`src/rtl/if_fetch_pkg.sv`:
```
// ============================================================================
// Module : if_pkg
// Brief  : Shared FSM encodings and constants for the instruction-fetch unit.
// Rev    : 1.0 - initial release
// ============================================================================
`default_nettype none

package if_pkg;

    localparam logic [2:0] IDLE = 3'b001;
    localparam logic [2:0] REQ  = 3'b010;
    localparam logic [2:0] WAIT = 3'b100;

    localparam int unsigned INST_BYTES       = 4;
    localparam logic [31:0] RESET_PC_DEFAULT = 32'h0000_0000;

endpackage

`default_nettype wire

```
`src/rtl/if_fetch_if.sv`:
```
// ============================================================================
// Module : if_fetch_if
// Brief  : Fetch-side memory-controller bus plus the ID-stage handshake.
// Rev    : 1.0 - initial release
// ============================================================================
`default_nettype none

interface if_fetch_if #(
    parameter int ADDR_W = 32,
    parameter int DATA_W = 32
) ();

    logic              if_re_o;
    logic [ADDR_W-1:0] if_addr_o;
    logic              mem_req_i;
    logic              ctrl_busy_i;
    logic              ctrl_done_i;
    logic [DATA_W-1:0] ctrl_data_i;

    logic              stall_i;
    logic              id_valid_o;
    logic [ADDR_W-1:0] id_pc_o;
    logic [DATA_W-1:0] id_inst_o;

    modport master (
        output if_re_o, if_addr_o, id_valid_o, id_pc_o, id_inst_o,
        input  mem_req_i, ctrl_busy_i, ctrl_done_i, ctrl_data_i, stall_i
    );

    modport slave (
        input  if_re_o, if_addr_o, id_valid_o, id_pc_o, id_inst_o,
        output mem_req_i, ctrl_busy_i, ctrl_done_i, ctrl_data_i, stall_i
    );

endinterface

`default_nettype wire

```
`src/rtl/if_fetch_queue.sv`:
```
// ============================================================================
// Module : fetch_queue
// Brief  : Synchronous FIFO of {pc, inst}; flush wins over push.
// Rev    : 1.0 - initial release
// ============================================================================
`default_nettype none

module fetch_queue #(
    parameter int ADDR_W = 32,
    parameter int DATA_W = 32,
    parameter int DEPTH  = 2,
    parameter int CW     = $clog2(DEPTH + 1)
) (
    input  logic              clk,
    input  logic              rst,
    input  logic              en_i,
    input  logic              flush_i,
    input  logic              push_i,
    input  logic              pop_i,
    input  logic [ADDR_W-1:0] push_pc_i,
    input  logic [DATA_W-1:0] push_inst_i,
    output logic [ADDR_W-1:0] head_pc_o,
    output logic [DATA_W-1:0] head_inst_o,
    output logic [CW-1:0]     count_o,
    output logic              full_o,
    output logic              empty_o
);

    localparam int            AW      = $clog2(DEPTH);
    localparam logic [CW-1:0] c_depth = CW'(DEPTH);

    logic [ADDR_W-1:0] pc_q   [DEPTH];
    logic [DATA_W-1:0] inst_q [DEPTH];
    logic [AW-1:0]     wr_q;
    logic [AW-1:0]     rd_q;
    logic [CW-1:0]     cnt_q;
    logic              w_wr;
    logic              w_rd;

    assign empty_o = (cnt_q == '0);
    assign full_o  = (cnt_q == c_depth);
    assign w_rd    = pop_i && !empty_o;
    // A push into a full queue is legal only when the head leaves in the same cycle.
    assign w_wr    = push_i && (!full_o || w_rd);

    always_ff @(posedge clk or negedge rst) begin
        if (!rst) begin
            for (int i = 0; i < DEPTH; i++) begin
                pc_q[i]   <= '0;
                inst_q[i] <= '0;
            end
            wr_q  <= '0;
            rd_q  <= '0;
            cnt_q <= '0;
        end else if (en_i) begin
            if (flush_i) begin
                wr_q  <= '0;
                rd_q  <= '0;
                cnt_q <= '0;
            end else begin
                if (w_wr) begin
                    pc_q[wr_q]   <= push_pc_i;
                    inst_q[wr_q] <= push_inst_i;
                    wr_q         <= wr_q + AW'(1);
                end
                if (w_rd) begin
                    rd_q <= rd_q + AW'(1);
                end
                cnt_q <= cnt_q + CW'(w_wr) - CW'(w_rd);
            end
        end
    end

    assign head_pc_o   = pc_q[rd_q];
    assign head_inst_o = inst_q[rd_q];
    assign count_o     = cnt_q;

endmodule

`default_nettype wire

```
`src/rtl/if_fetch.sv`:
```
// ============================================================================
// Module : if_fetch
// Brief  : Instruction-fetch front end: PC generation, controller reads,
//          redirect/drop handling and a small instruction queue to ID.
//          Optional IF_PERF_CNT_EN adds push / discarded-completion counters.
// Rev    : 1.0 - initial release
// ============================================================================
`default_nettype none

module if_fetch
    import if_pkg::*;
#(
    parameter int                ADDR_W   = 32,
    parameter int                DATA_W   = 32,
    parameter int                QDEPTH   = 2,
    parameter logic [ADDR_W-1:0] RESET_PC = ADDR_W'(RESET_PC_DEFAULT)
) (
    input  logic              clk,
    input  logic              rst,
    input  logic              rdy,
    input  logic              redirect_i,
    input  logic [ADDR_W-1:0] redirect_pc_i,
    if_fetch_if.master        bus
`ifdef IF_PERF_CNT_EN
    ,
    output logic [31:0]       perf_fetch_o,
    output logic [31:0]       perf_drop_o
`endif
);

    localparam int            CW      = $clog2(QDEPTH + 1);
    localparam logic [CW-1:0] c_depth = CW'(QDEPTH);

    logic [2:0]        state_q, state_d;
    logic [ADDR_W-1:0] pc_q, pc_d;
    logic [ADDR_W-1:0] req_pc_q, req_pc_d;
    logic              drop_q, drop_d;

    logic              w_accept;
    logic              w_done;
    logic              w_push;
    logic              w_pop;
    logic              w_discard;
    logic              w_full;
    logic              w_empty;
    logic [CW-1:0]     w_count;
    logic [CW-1:0]     w_count_after;
    logic [ADDR_W-1:0] w_redirect_pc;

    assign w_redirect_pc = redirect_pc_i & ~ADDR_W'(INST_BYTES - 1);

    // Completions outside WAIT belong to the MEM stage.
    assign w_done        = (state_q == WAIT) && bus.ctrl_done_i;
    assign w_accept      = (state_q == REQ) && !bus.mem_req_i && !bus.ctrl_busy_i;
    assign w_pop         = !w_empty && !bus.stall_i && !redirect_i;
    assign w_push        = w_done && !drop_q && !redirect_i;
    assign w_discard     = w_done && (drop_q || redirect_i);
    assign w_count_after = w_count + CW'(w_push) - CW'(w_pop);

    always_comb begin
        state_d  = state_q;
        pc_d     = pc_q;
        req_pc_d = req_pc_q;
        drop_d   = drop_q;
        case (state_q)
            IDLE: begin
                if (redirect_i) begin
                    pc_d = w_redirect_pc;
                end else if (!w_full) begin
                    state_d = REQ;
                end
            end
            REQ: begin
                if (redirect_i) begin
                    pc_d    = w_redirect_pc;
                    state_d = IDLE;
                end else if (w_accept) begin
                    req_pc_d = pc_q;
                    state_d  = WAIT;
                end
            end
            WAIT: begin
                if (redirect_i) begin
                    pc_d = w_redirect_pc;
                    if (bus.ctrl_done_i) begin
                        drop_d  = 1'b0;
                        state_d = IDLE;
                    end else begin
                        drop_d = 1'b1;
                    end
                end else if (bus.ctrl_done_i) begin
                    drop_d = 1'b0;
                    if (!drop_q) begin
                        pc_d = req_pc_q + ADDR_W'(INST_BYTES);
                    end
                    state_d = (w_count_after < c_depth) ? REQ : IDLE;
                end
            end
            default: state_d = IDLE;
        endcase
    end

    always_ff @(posedge clk or negedge rst) begin
        if (!rst) begin
            state_q  <= IDLE;
            pc_q     <= RESET_PC;
            req_pc_q <= RESET_PC;
            drop_q   <= 1'b0;
        end else if (rdy) begin
            state_q  <= state_d;
            pc_q     <= pc_d;
            req_pc_q <= req_pc_d;
            drop_q   <= drop_d;
        end
    end

    fetch_queue #(
        .ADDR_W (ADDR_W),
        .DATA_W (DATA_W),
        .DEPTH  (QDEPTH),
        .CW     (CW)
    ) u_queue (
        .clk         (clk),
        .rst         (rst),
        .en_i        (rdy),
        .flush_i     (redirect_i),
        .push_i      (w_push),
        .pop_i       (w_pop),
        .push_pc_i   (req_pc_q),
        .push_inst_i (bus.ctrl_data_i),
        .head_pc_o   (bus.id_pc_o),
        .head_inst_o (bus.id_inst_o),
        .count_o     (w_count),
        .full_o      (w_full),
        .empty_o     (w_empty)
    );

    assign bus.if_re_o    = (state_q == REQ);
    assign bus.if_addr_o  = pc_q;
    assign bus.id_valid_o = !w_empty;

`ifdef IF_PERF_CNT_EN
    logic [31:0] perf_fetch_q;
    logic [31:0] perf_drop_q;

    always_ff @(posedge clk or negedge rst) begin
        if (!rst) begin
            perf_fetch_q <= '0;
            perf_drop_q  <= '0;
        end else if (rdy) begin
            if (w_push && (perf_fetch_q != '1)) begin
                perf_fetch_q <= perf_fetch_q + 32'd1;
            end
            if (w_discard && (perf_drop_q != '1)) begin
                perf_drop_q <= perf_drop_q + 32'd1;
            end
        end
    end

    assign perf_fetch_o = perf_fetch_q;
    assign perf_drop_o  = perf_drop_q;
`else
    logic w_unused_discard;
    assign w_unused_discard = w_discard;
`endif

endmodule

`default_nettype wire

```
`src/flat_wrapper.sv`:
```
// flat-port wrapper written by rule: the top's interface ports become plain ports
module if_fetch_flat import if_pkg::*;
#(
    parameter int                ADDR_W   = 32,
    parameter int                DATA_W   = 32,
    parameter int                QDEPTH   = 2,
    parameter logic [ADDR_W-1:0] RESET_PC = ADDR_W'(RESET_PC_DEFAULT)
)
  (clk, rst, rdy, redirect_i, redirect_pc_i, bus_if_re_o, bus_if_addr_o, bus_id_valid_o, bus_id_pc_o, bus_id_inst_o, bus_mem_req_i, bus_ctrl_busy_i, bus_ctrl_done_i, bus_ctrl_data_i, bus_stall_i);
  if_fetch_if #(.ADDR_W(ADDR_W), .DATA_W(DATA_W)) bus_i ();
  input  logic clk;
  input  logic rst;
  input  logic rdy;
  input  logic redirect_i;
  input  logic [ADDR_W-1:0] redirect_pc_i;
  output wire logic [$bits(bus_i.if_re_o)-1:0] bus_if_re_o;
  output wire logic [$bits(bus_i.if_addr_o)-1:0] bus_if_addr_o;
  output wire logic [$bits(bus_i.id_valid_o)-1:0] bus_id_valid_o;
  output wire logic [$bits(bus_i.id_pc_o)-1:0] bus_id_pc_o;
  output wire logic [$bits(bus_i.id_inst_o)-1:0] bus_id_inst_o;
  input wire logic [$bits(bus_i.mem_req_i)-1:0] bus_mem_req_i;
  input wire logic [$bits(bus_i.ctrl_busy_i)-1:0] bus_ctrl_busy_i;
  input wire logic [$bits(bus_i.ctrl_done_i)-1:0] bus_ctrl_done_i;
  input wire logic [$bits(bus_i.ctrl_data_i)-1:0] bus_ctrl_data_i;
  input wire logic [$bits(bus_i.stall_i)-1:0] bus_stall_i;
  assign bus_if_re_o = bus_i.if_re_o;
  assign bus_if_addr_o = bus_i.if_addr_o;
  assign bus_id_valid_o = bus_i.id_valid_o;
  assign bus_id_pc_o = bus_i.id_pc_o;
  assign bus_id_inst_o = bus_i.id_inst_o;
  assign bus_i.mem_req_i = bus_mem_req_i;
  assign bus_i.ctrl_busy_i = bus_ctrl_busy_i;
  assign bus_i.ctrl_done_i = bus_ctrl_done_i;
  assign bus_i.ctrl_data_i = bus_ctrl_data_i;
  assign bus_i.stall_i = bus_stall_i;
  if_fetch #(.ADDR_W(ADDR_W), .DATA_W(DATA_W), .QDEPTH(QDEPTH), .RESET_PC(RESET_PC)) u_core (.clk(clk), .rst(rst), .rdy(rdy), .redirect_i(redirect_i), .redirect_pc_i(redirect_pc_i), .bus(bus_i));
endmodule
```
`config.mk`:
```
export PLATFORM = sky130hd
export DESIGN_NAME = if_fetch_flat
export DESIGN_NICKNAME = d
export VERILOG_FILES = /design/src/rtl/if_fetch_pkg.sv /design/src/rtl/if_fetch_if.sv /design/src/rtl/if_fetch_queue.sv /design/src/rtl/if_fetch.sv /design/src/flat_wrapper.sv
export SDC_FILE = /design/constraint.sdc
export NUM_CORES = 1
export LEC_CHECK = 0
export ABC_AREA = 0
export BUFFER_PORTS_ARGS = -buffer_cell sky130_fd_sc_hd__buf_2
export CAP_MARGIN = 10
export CORE_MARGIN = 4
export CORE_UTILIZATION = 35
export CTS_CLUSTER_DIAMETER = 150
export DETAILED_ROUTE_END_ITERATION = 6
export HOLD_SLACK_MARGIN = 0.12
export SYNTH_ARGS = -nofsm -noshare
export SYNTH_HDL_FRONTEND = slang
export SYNTH_SLANG_ARGS = --single-unit
```
`constraint.sdc`:
```
create_clock -name clk -period 3.3 [get_ports clk]
set_input_delay 0.165 -clock clk [delete_from_list [all_inputs] [get_ports clk]]
set_output_delay 0.165 -clock clk [all_outputs]
set_load 0.005 [all_outputs]
```
==> results.toml, run 1 <==
[status]
status = "completed"

[cells_and_area]
antennaDiodeCount = 0
multi_input_comb_area_um2 = 4100
syn2layout_area_growth_pct = 26.1
drive_gt1_frac = 0.464
finalCoreUtilization = 0.449
stdcell_area_um2 = 11700
seqCellArea_um2 = 5010
fin_nets = 1026
fill_cells = 2428

[critical_path]
cp-start-kind = "register"
worstSetupPathType = "register to register"
critPathCaptureType = "register"
cp.arrival_ns = 2.74
crit_fanout = 10
cp.required_ns = 3.64
r2r_cells = 10

[synth]
ys_seq_area_frac = 0.538
synthFlopType = "dfrtp_1"
synth-edff-count = 0
synth.cell_area_um2 = 9310
async_reset_ff_frac = 1.00
synth_cell_types = 48
syn_area_per_cell_um2 = 12.7
synth_nets = 811
ys_seq_elements = 200
synthCells = 735
yosys_warnings = 0

[cts]
cts.sinks = 200
root_buffer = "clkbuf_16"
hold_buffers = 63
post_cts_resized = 0
ctsLongestPathBuffers = 2
cts_made_buffers = 17
clk_latency_ns = 0.43
cts_tree = "done"
path_clk_slew_ns = 0.08
cts.htree.levels = 4
post-cts-setup-buffers = 0

[routing]
avgRoutedWirePerCell_um = 17.7
drt-initial-drc-count = 410
ant_nets = 0
wl_um = 23000
drcViolationCount = 0
drt_pass1_iterations = 4
via_per_inst = 4.98
detailroute.via_count = 6458

[die]
core_um2 = 26100
start_util = 0.356
rows = 59
die_area_um2 = 29300
die_y_um = 171
ioPinCount = 170
dieWidth_um = 171

[timing]
relSlewSlack = 0.443
layout_min_cycle_time_ns = 2.40
finalHoldViolCount = 0
clock_skew_ns = 0.0103
max_freq_mhz = 416
setup_viol = 0
tightest_slew_ns = 0.836
maxSlewViolCount = 0
fin_tns_setup_ns = 0
rsz0062_at_grt = "false"
post-route-period-util = 0.729
hold_ws_ns = 0.152

[placed_design]
port_buffers = 167
hpwlAfterDp_um = 15100
dpl_cell_area_um2 = 10500
gp_congestion = 0.766

[grt]
grt.total_usage = 0.160
gr-total-overflow = 0
grt_pass1_wl_um = 37200
grt_max_degree = 97
antenna_found_initial = 0
grt_pass1_vias = 6804

[power]
p_leak_nw = 5.87
power.density_nw_per_um2 = 614
vdd_drop_max_mv = 0.295
power_mw = 7.21

[run]
maxCapViolations = 0

[hold_path]
hold-path-cell-count = 4
holdCritPathClass = "input port to register"
[state kept, by name (all words and copies together) (netlist names)]
name / flops
u_core.u_queue.rd_q: 1
u_core.bus.if_addr_o: 32
u_core.u_queue.wr_q: 1
u_core.state_q: 3
u_core.u_queue.inst_q: 64
u_core.u_queue.pc_q: 64
u_core.u_queue.count_o: 2
u_core.drop_q: 1
u_core.req_pc_q: 32
[layer usage]
metal / vias to the layer above / track usage / part of all wire / routed length (µm)
met5: - / 0 / 0 / 0
met4: 0 / 0.0362 / 0.0096 / 221
met3: 11 / 0.0344 / 0.049 / 1120
met2: 133 / 0.272 / 0.49 / 11100
met1: 3255 / 0.212 / 0.46 / 10500
li1: 3059 / - / - / -
[power breakdown]
part / internal (mW) / switching (mW) / leakage [nW] / total (mW)
clock network: 1.08 / 0.992 / 0.289 / 2.08
registers: 2.90 / 0.637 / 2.70 / 3.54
logic: 0.873 / 0.719 / 2.87 / 1.59
total: 4.86 / 2.35 / 5.87 / 7.21
[placed cells by master, fill, tap and decap left out, types with 3 or more instances in the layout]
cell type	n
o21ai_0	30
dlygate4sd3_1	63
o22ai_1	10
nand4_1	9
and3_1	3
and4_1	4
o211ai_1	4
mux2_2	219
xnor2_1	20
nor4_1	4
nor3_1	3
nor4_4	3
buf_2	166
a211oi_1	3
mux2_1	4
a21oi_1	17
dfrtp_1	198
inv_1	8
clkinv_2	4
buf_4	13
inv_6	5
nor3b_1	3
clkbuf_16	17
a31oi_1	3
mux2i_1	5
nand3_1	21
ha_1	4
xor2_1	10
nand2_1	46
nor2_1	30
[critical path: stages (launching register included)]
cell and delay, ns:
dfrtp_1 0.53, inv_1 0.17, nor4_4 0.35, nand2_1 0.11, ha_1 0.28, inv_1 0.04
ha_1 0.17, xor2_1 0.19, nand2_1 0.07, mux2_2 0.27, o22ai_1 0.14
[final cells by class]
cell class                 instances  share of cell area
clock buffer                      18              0.0374
clock inverter                    14              0.0114
inverter                           8             0.00256
multi-input combinational        478               0.349
sequential                       200               0.427
tap                              335              0.0357
timing repair buffer             245               0.137
[synth_stat cells, types with 3 or more instances]
cell	n	area [µm²]
nand4_1	9	56.3
mux2_2	219	2470
nor2_1	30	113
a31oi_1	3	18.8
buf_1	8	30.0
o22ai_1	10	62.6
nor4_1	4	25.0
mux2_1	4	45.0
o21ai_0	30	150
xor2_1	10	87.6
inv_1	8	30.0
clkbuf_1	23	86.3
and4_1	4	35.0
xnor2_1	20	175
and3_1	3	18.8
buf_2	16	80.1
nor3_1	3	15.0
nand3_1	22	110
nand2_1	46	173
o211ai_1	4	30.0
a21oi_1	17	85.1
a211oi_1	3	22.5
mux2i_1	5	50.1
nor3b_1	3	22.5
dfrtp_1	199	4980
ha_1	4	50.1
[metrics by stage]
stage / std cells / worst slack [ns]
global placement: 1203 / 0.966
global route: 1298 / 0.750
CTS: 1298 / 0.912
floorplan: 735 / 0.685
finish: 1298 / 0.896
detailed placement: 1203 / 0.940
[cell families after synthesis]
group	after synthesis	synth area share
compound gates	76	0.0489
flops	200	0.538
fa+ha+maj	4	0.00537
mux	228	0.275
xor+xnor	30	0.0282
buf+inv	57	0.0261
simple gates	140	0.0789
[path summary, 6_finish.rpt]
kind                                          from                        end  slack (ns)
setup / recovery                 u_core.state_q[2]  u_core.u_queue.count_o[1]        0.90
hold / removal                   redirect_pc_i[19]   u_core.bus.if_addr_o[19]        0.15
setup reg to reg                 u_core.state_q[2]  u_core.u_queue.count_o[1]        0.90
hold reg to reg            u_core.u_queue.pc_q[24]    u_core.u_queue.pc_q[24]        0.48
max in group asynchronous                      rst        u_core.u_queue.wr_q        2.02
min in group asynchronous                      rst     u_core.u_queue.pc_q[7]        0.35
(Power assumes the default switching activity.)
==> run 2, diff against run 1 <==
clock period = 2 ns   (was 3.3 ns; I/O delays follow)
==> run 2 against run 1 <==
  * The run now ends with negative setup slack left
  * Sequential share of layout area decreased by 3.5 points
  * Die area unchanged
  * Cell area increased by 8.8%
  * Flip-flop and latch count unchanged
  * Non-clock buffer count increased by 68
  * Power increased by 77%
  * First-iteration DRC count decreased by 13%
  * Combinational power increased by 130%
  * Maximum frequency increased by 17%
  * Wire length increased by 8.5%
  * Utilization increased by 4.0 points
  * Final cell count increased by 5.2%
  * Critical endpoint is now u_core.u_queue.pc_q[59]
==> results.toml, run 2 (synthesis results as in run 1) <==
[cts]
clk_latency_ns = 0.43
cts.htree.levels = 4
cts_tree = "done"
ctsLongestPathBuffers = 2
root_buffer = "clkbuf_16"
path_clk_slew_ns = 0.08
cts.sinks = 200
cts_made_buffers = 17

[placed_design]
dpl_cell_area_um2 = 11100
port_buffers = 167
hpwlAfterDp_um = 16200
dp_slack_ns = -0.0555
gp_congestion = 0.819

[power]
power_mw = 12.7
p_leak_nw = 6.35
power.density_nw_per_um2 = 997
vdd_drop_max_mv = 0.502

[die]
dieWidth_um = 171
core_um2 = 26100
rows = 59
die_y_um = 171
die_area_um2 = 29300
start_util = 0.356
ioPinCount = 170

[hold_path]
hp-start = "bus_mem_req_i"
holdCritPathClass = "input port to register"

[timing]
finalHoldViolCount = 0
rsz0062_at_grt = "true"
layout_min_cycle_time_ns = 2.05
post-route-period-util = 1.03
relSlewSlack = 0.672
clock_skew_ns = 0.0139
max_freq_mhz = 487
tightest_slew_ns = 0.492
setup_viol = 42
maxSlewViolCount = 0
final.setup.worst_slack_ns = -0.0543

[grt]
gr-total-overflow = 0
grt.total_usage = 0.163
grt_max_degree = 55
antenna_found_initial = 0
grt_pass1_vias = 6968
grt_pass1_wl_um = 38000

[status]
violations = "negative setup slack"
status = "finished with violations"

[cells_and_area]
antennaDiodeCount = 0
mostFrequentLayoutCells = "198 x dfrtp_1, 186 x mux2_2, 166 x buf_2"
seqCellArea_um2 = 5010
fill_cells = 2362
syn2layout_area_growth_pct = 37.2
fin_nets = 1094
multi_input_comb_area_um2 = 4300
reg.largest.list = "u_core.u_queue.inst_q: 64 flops, u_core.u_queue.pc_q: 64 flops"
stdcell_area_um2 = 12800
final_common_cell = "dfrtp_1"
drive_gt1_frac = 0.510
finalCoreUtilization = 0.489

[routing]
drcViolationCount = 0
drt_pass1_iterations = 4
detailroute.via_count = 6741
wl_um = 24900
via_per_inst = 4.93
avgRoutedWirePerCell_um = 18.2
drt-initial-drc-count = 357
ant_nets = 0

[run]
maxCapViolations = 0

[critical_path]
crit_path_start = "u_core.state_q[2]"
worstSetupPathType = "register to register"
crit_fanout = 8
rr_startpoint = "u_core.state_q[2]"
critPathCaptureType = "register"
cp-start-kind = "register"
cp.required_ns = 2.31
cp.arrival_ns = 2.37
-- run 2: cell count changes in the layout (fill, tap and decap cells not counted), sizes merged --
cell         delta
inv             -4
clkinvlp        +4
clkbuf          +7
dlygate4sd3     +4
clkinv          -4
bufinv          +1
buf            +60
-- run 2: path summary, 6_finish.rpt --
path                                                end  slack, ns  cells after the start
worst max-delay path            u_core.u_queue.pc_q[59]      -0.05                      9
min in group asynchronous       u_core.bus.if_addr_o[7]       0.20                      2
max in group asynchronous        u_core.u_queue.pc_q[6]       1.14                      3
worst min register to register  u_core.u_queue.pc_q[42]       0.48                      1
worst max register to register  u_core.u_queue.pc_q[59]      -0.05                      9
worst min-delay path                  u_core.state_q[0]       0.16                      4
-- run 2: final cells by class --
| type | instances | area share |
|---|---|---|
| flip-flops and latches | 200 | 0.392 |
| multi-input cells | 478 | 0.337 |
| repair buffers | 313 | 0.189 |
| clock buffers | 21 | 0.0360 |
| well taps | 335 | 0.0328 |
| clock inverters | 11 | 0.0109 |
| inverters | 8 | 0.00255 |
-- run 2: power breakdown --
group | internal [mW] | total (mW) | switching, mW
clock network | 1.94 | 3.54 | 1.60
registers | 4.79 | 5.51 | 0.713
logic | 1.98 | 3.69 | 1.71
-- run 2: what timing repair did --
action	in CTS	in global routing
setup buffers	1	5
setup endpoints to repair	2	126
pin swaps	5	5
cloned	0	6
hold endpoints to repair	296	0
hold buffers	67	0
resized for setup	6	46
-- run 2: through the flow --
stage | hold slack [ns] | std cells | TNS, ns
after floorplan | -0.196 | 735 | -0.332
after global placement | 0.116 | 1255 | -0.0126
after detailed placement | 0.116 | 1255 | -0.0555
after CTS | 0.140 | 1355 | 0
after global routing | 0.196 | 1366 | -6.77
final | 0.158 | 1366 | -1.37
-- run 2: critical path, stage by stage, from the launching register on --
cell	delay [ns]
dfrtp_1	0.39
inv_4	0.05
nor4_4	0.29
buf_4	0.16
buf_4	0.10
nand3_2	0.08
nor2_4	0.17
buf_12	0.17
buf_6	0.18
mux2_2	0.34
-- run 2: routing by layer --
| metal | wire length (µm) | share of wire | global-route usage |
|---|---|---|---|
| met1 | 11400 | 0.46 | 0.225 |
| met2 | 12100 | 0.48 | 0.268 |
| met3 | 1040 | 0.042 | 0.0319 |
| met4 | 417 | 0.017 | 0.0417 |
| met5 | 0 | 0 | 0 |
==> run 3, diff against run 2 <==
CORE_ASPECT_RATIO = 2   (was default)
PLACE_DENSITY = 0.56   (was default)
clock period = 2.5 ns   (was 2 ns; I/O delays follow)
==> run 3 against run 2 <==
  * The run now ends clean
  * Utilization down 3.3 points
  * Register-to-register slack improved by 0.31 ns
  * Wire length is 1.1% lower
  * Power shrank 23%
  * Flip-flop and latch count is the same
  * Worst hold slack improved by 0.015 ns
  * Clock skew shrank 0.0027 ns
  * Sequential share of layout area is 2.6 points higher
  * Sequential power is 16% lower
  * Via count shrank 2.6%
==> results.toml, run 3 (synthesis results as in run 1) <==
[status]
status = "completed"

[power]
p_sw_mw = 3.16
combPwrFrac = 0.235
clkPwrFrac = 0.290
p_seq_frac = 0.475
vdd_drop_max_mv = 0.447
switching_share = 0.323
internal-power_mw = 6.63
power.density_nw_per_um2 = 818
p_leak_nw = 5.97

[critical_path]
cp.arrival_ns = 2.63
worstSetupPathType = "register to register"
ff2ff_setup_slack_ns = 0.26
worstPathCellList = "ha_1 -> nand4_1 -> or4_4 -> or3_1 -> a311oi_1 -> a21o_1"
critPathCaptureType = "register"
rr_startpoint = "u_core.req_pc_q[2]"
crit_fanout = 7
crit_slowest_cell = "or4_4"
cp.required_ns = 2.89
cp-start-kind = "register"
crit_family = "simple AND/OR/NAND/NOR gates"
crit_path_start = "u_core.req_pc_q[2]"
r2r_cells = 6
endpoint = "u_core.bus.if_addr_o[20]"
path_buf_inv = 0
max_stage_delay_ns = 0.60
reg2reg_to = "u_core.bus.if_addr_o[20]"
cp.depth = 6

[timing]
tightest_slew_ns = 0.647
relSlewSlack = 0.569
post-route-period-util = 0.896
maxSlewViolCount = 0
layout_min_cycle_time_ns = 2.24
rsz0062_at_grt = "false"
clock_skew_ns = 0.0111
max_freq_mhz = 446
fin_tns_setup_ns = 0
finalHoldViolCount = 0
setup_viol = 0

[routing]
via_per_inst = 4.95
drt_pass1_iterations = 4
drt-initial-drc-count = 283
drcViolationCount = 0
wl_um = 24600
avgRoutedWirePerCell_um = 18.6
ant_nets = 0
detailroute.via_count = 6565

[run]
maxCapViolations = 0

[cts]
cts.htree.levels = 4
clk_latency_ns = 0.45
cts_tree = "done"
root_buffer = "clkbuf_16"
cts_made_buffers = 17
post-cts-setup-buffers = 0
ctsLongestPathBuffers = 2
post_cts_resized = 0
cts.sinks = 200
path_clk_slew_ns = 0.07

[cells_and_area]
drive_gt1_frac = 0.469
antennaDiodeCount = 0
syn2layout_area_growth_pct = 28.5
fin_nets = 1044
finalCoreUtilization = 0.455
mostFrequentLayoutCells = "219 x mux2_2, 198 x dfrtp_1, 166 x buf_2"
final_cells = 1325
reg.largest.list = "u_core.u_queue.inst_q: 64 flops, u_core.u_queue.pc_q: 64 flops"
final_common_cell = "mux2_2"
stdcell_area_um2 = 12000

[die]
dieWidth_um = 123
die_area_um2 = 29400
start_util = 0.354
ioPinCount = 170
core_um2 = 26300
rows = 84
die_y_um = 239

[placed_design]
gp_congestion = 0.755
dpl_cell_area_um2 = 10700
hpwlAfterDp_um = 17000
dpl.cell_count = 1226
port_buffers = 167

[grt]
gr-total-overflow = 0
grt_max_degree = 72
grt_pass1_vias = 7198
antenna_found_initial = 0
grt.total_usage = 0.174
grt_pass1_wl_um = 39000

[hold_path]
holdCritPathClass = "input port to register"
## run 3: area by class of cell
cell class | count | area [µm²]
fillers | 2459 | 14300
multi-input cells | 478 | 4100
inverters | 8 | 30.0
flip-flops and latches | 200 | 5010
clock inverters | 12 | 138
well taps | 344 | 430
repair buffers | 263 | 1810
clock buffers | 20 | 457
## run 3: what timing repair did
action                                  4_1_cts  5_1_grt
endpoints found under the setup margin        0        0
hold buffers                                 67        0
endpoints found under the hold margin       166        0
## run 3: how the worst min path moves through the flow
stage | start | endpoint | slack [ns] | cells after the start
2_1_floorplan | rst | u_core.bus.if_addr_o[0] | -0.17 | 0
3_3_place_gp | rst | u_core.u_queue.inst_q[25] | 0.20 | 1
3_5_place_dp | rst | u_core.u_queue.inst_q[25] | 0.20 | 1
4_1_cts | bus_stall_i | u_core.u_queue.rd_q | 0.14 | 4
5_1_grt | bus_ctrl_busy_i | u_core.state_q[0] | 0.21 | 4
6_report | bus_ctrl_busy_i | u_core.state_q[0] | 0.17 | 4
## run 3: metrics by stage
step | worst slack, ns | total power [mW] | hold slack [ns]
after floorplan | 0.00347 | 5.81 | -0.171
after global placement | 0.315 | 6.94 | 0.197
after detailed placement | 0.269 | 6.98 | 0.200
after CTS | 0.255 | 9.96 | 0.143
after global routing | 0.103 | 10.4 | 0.211
final | 0.260 | 9.79 | 0.173
## run 3: metal layers
layer | part of all wire | wire [µm] | up-vias | GRT usage
li1 | - | - | 3086 | -
met4 | 0.025 | 613 | 0 | 0.0709
met2 | 0.56 | 13800 | 139 | 0.323
met1 | 0.38 | 9250 | 3307 | 0.187
met5 | 0 | 0 | - | 0
met3 | 0.040 | 973 | 33 | 0.0358
## run 3: worst min-delay path: stages
cell	delay, ns
buf_2	0.08
o21ai_0	0.08
o2111ai_1	0.19
o21ai_0	0.13
## run 3: power by group through the flow
stage | clock network [mW] | logic, mW | registers (mW)
after floorplan | 0 | 1.50 | 4.32
after global placement | 0 | 2.23 | 4.71
after detailed placement | 0 | 2.25 | 4.72
after CTS | 2.94 | 2.35 | 4.66
after global routing | 3.07 | 2.57 | 4.74
final | 2.84 | 2.30 | 4.65
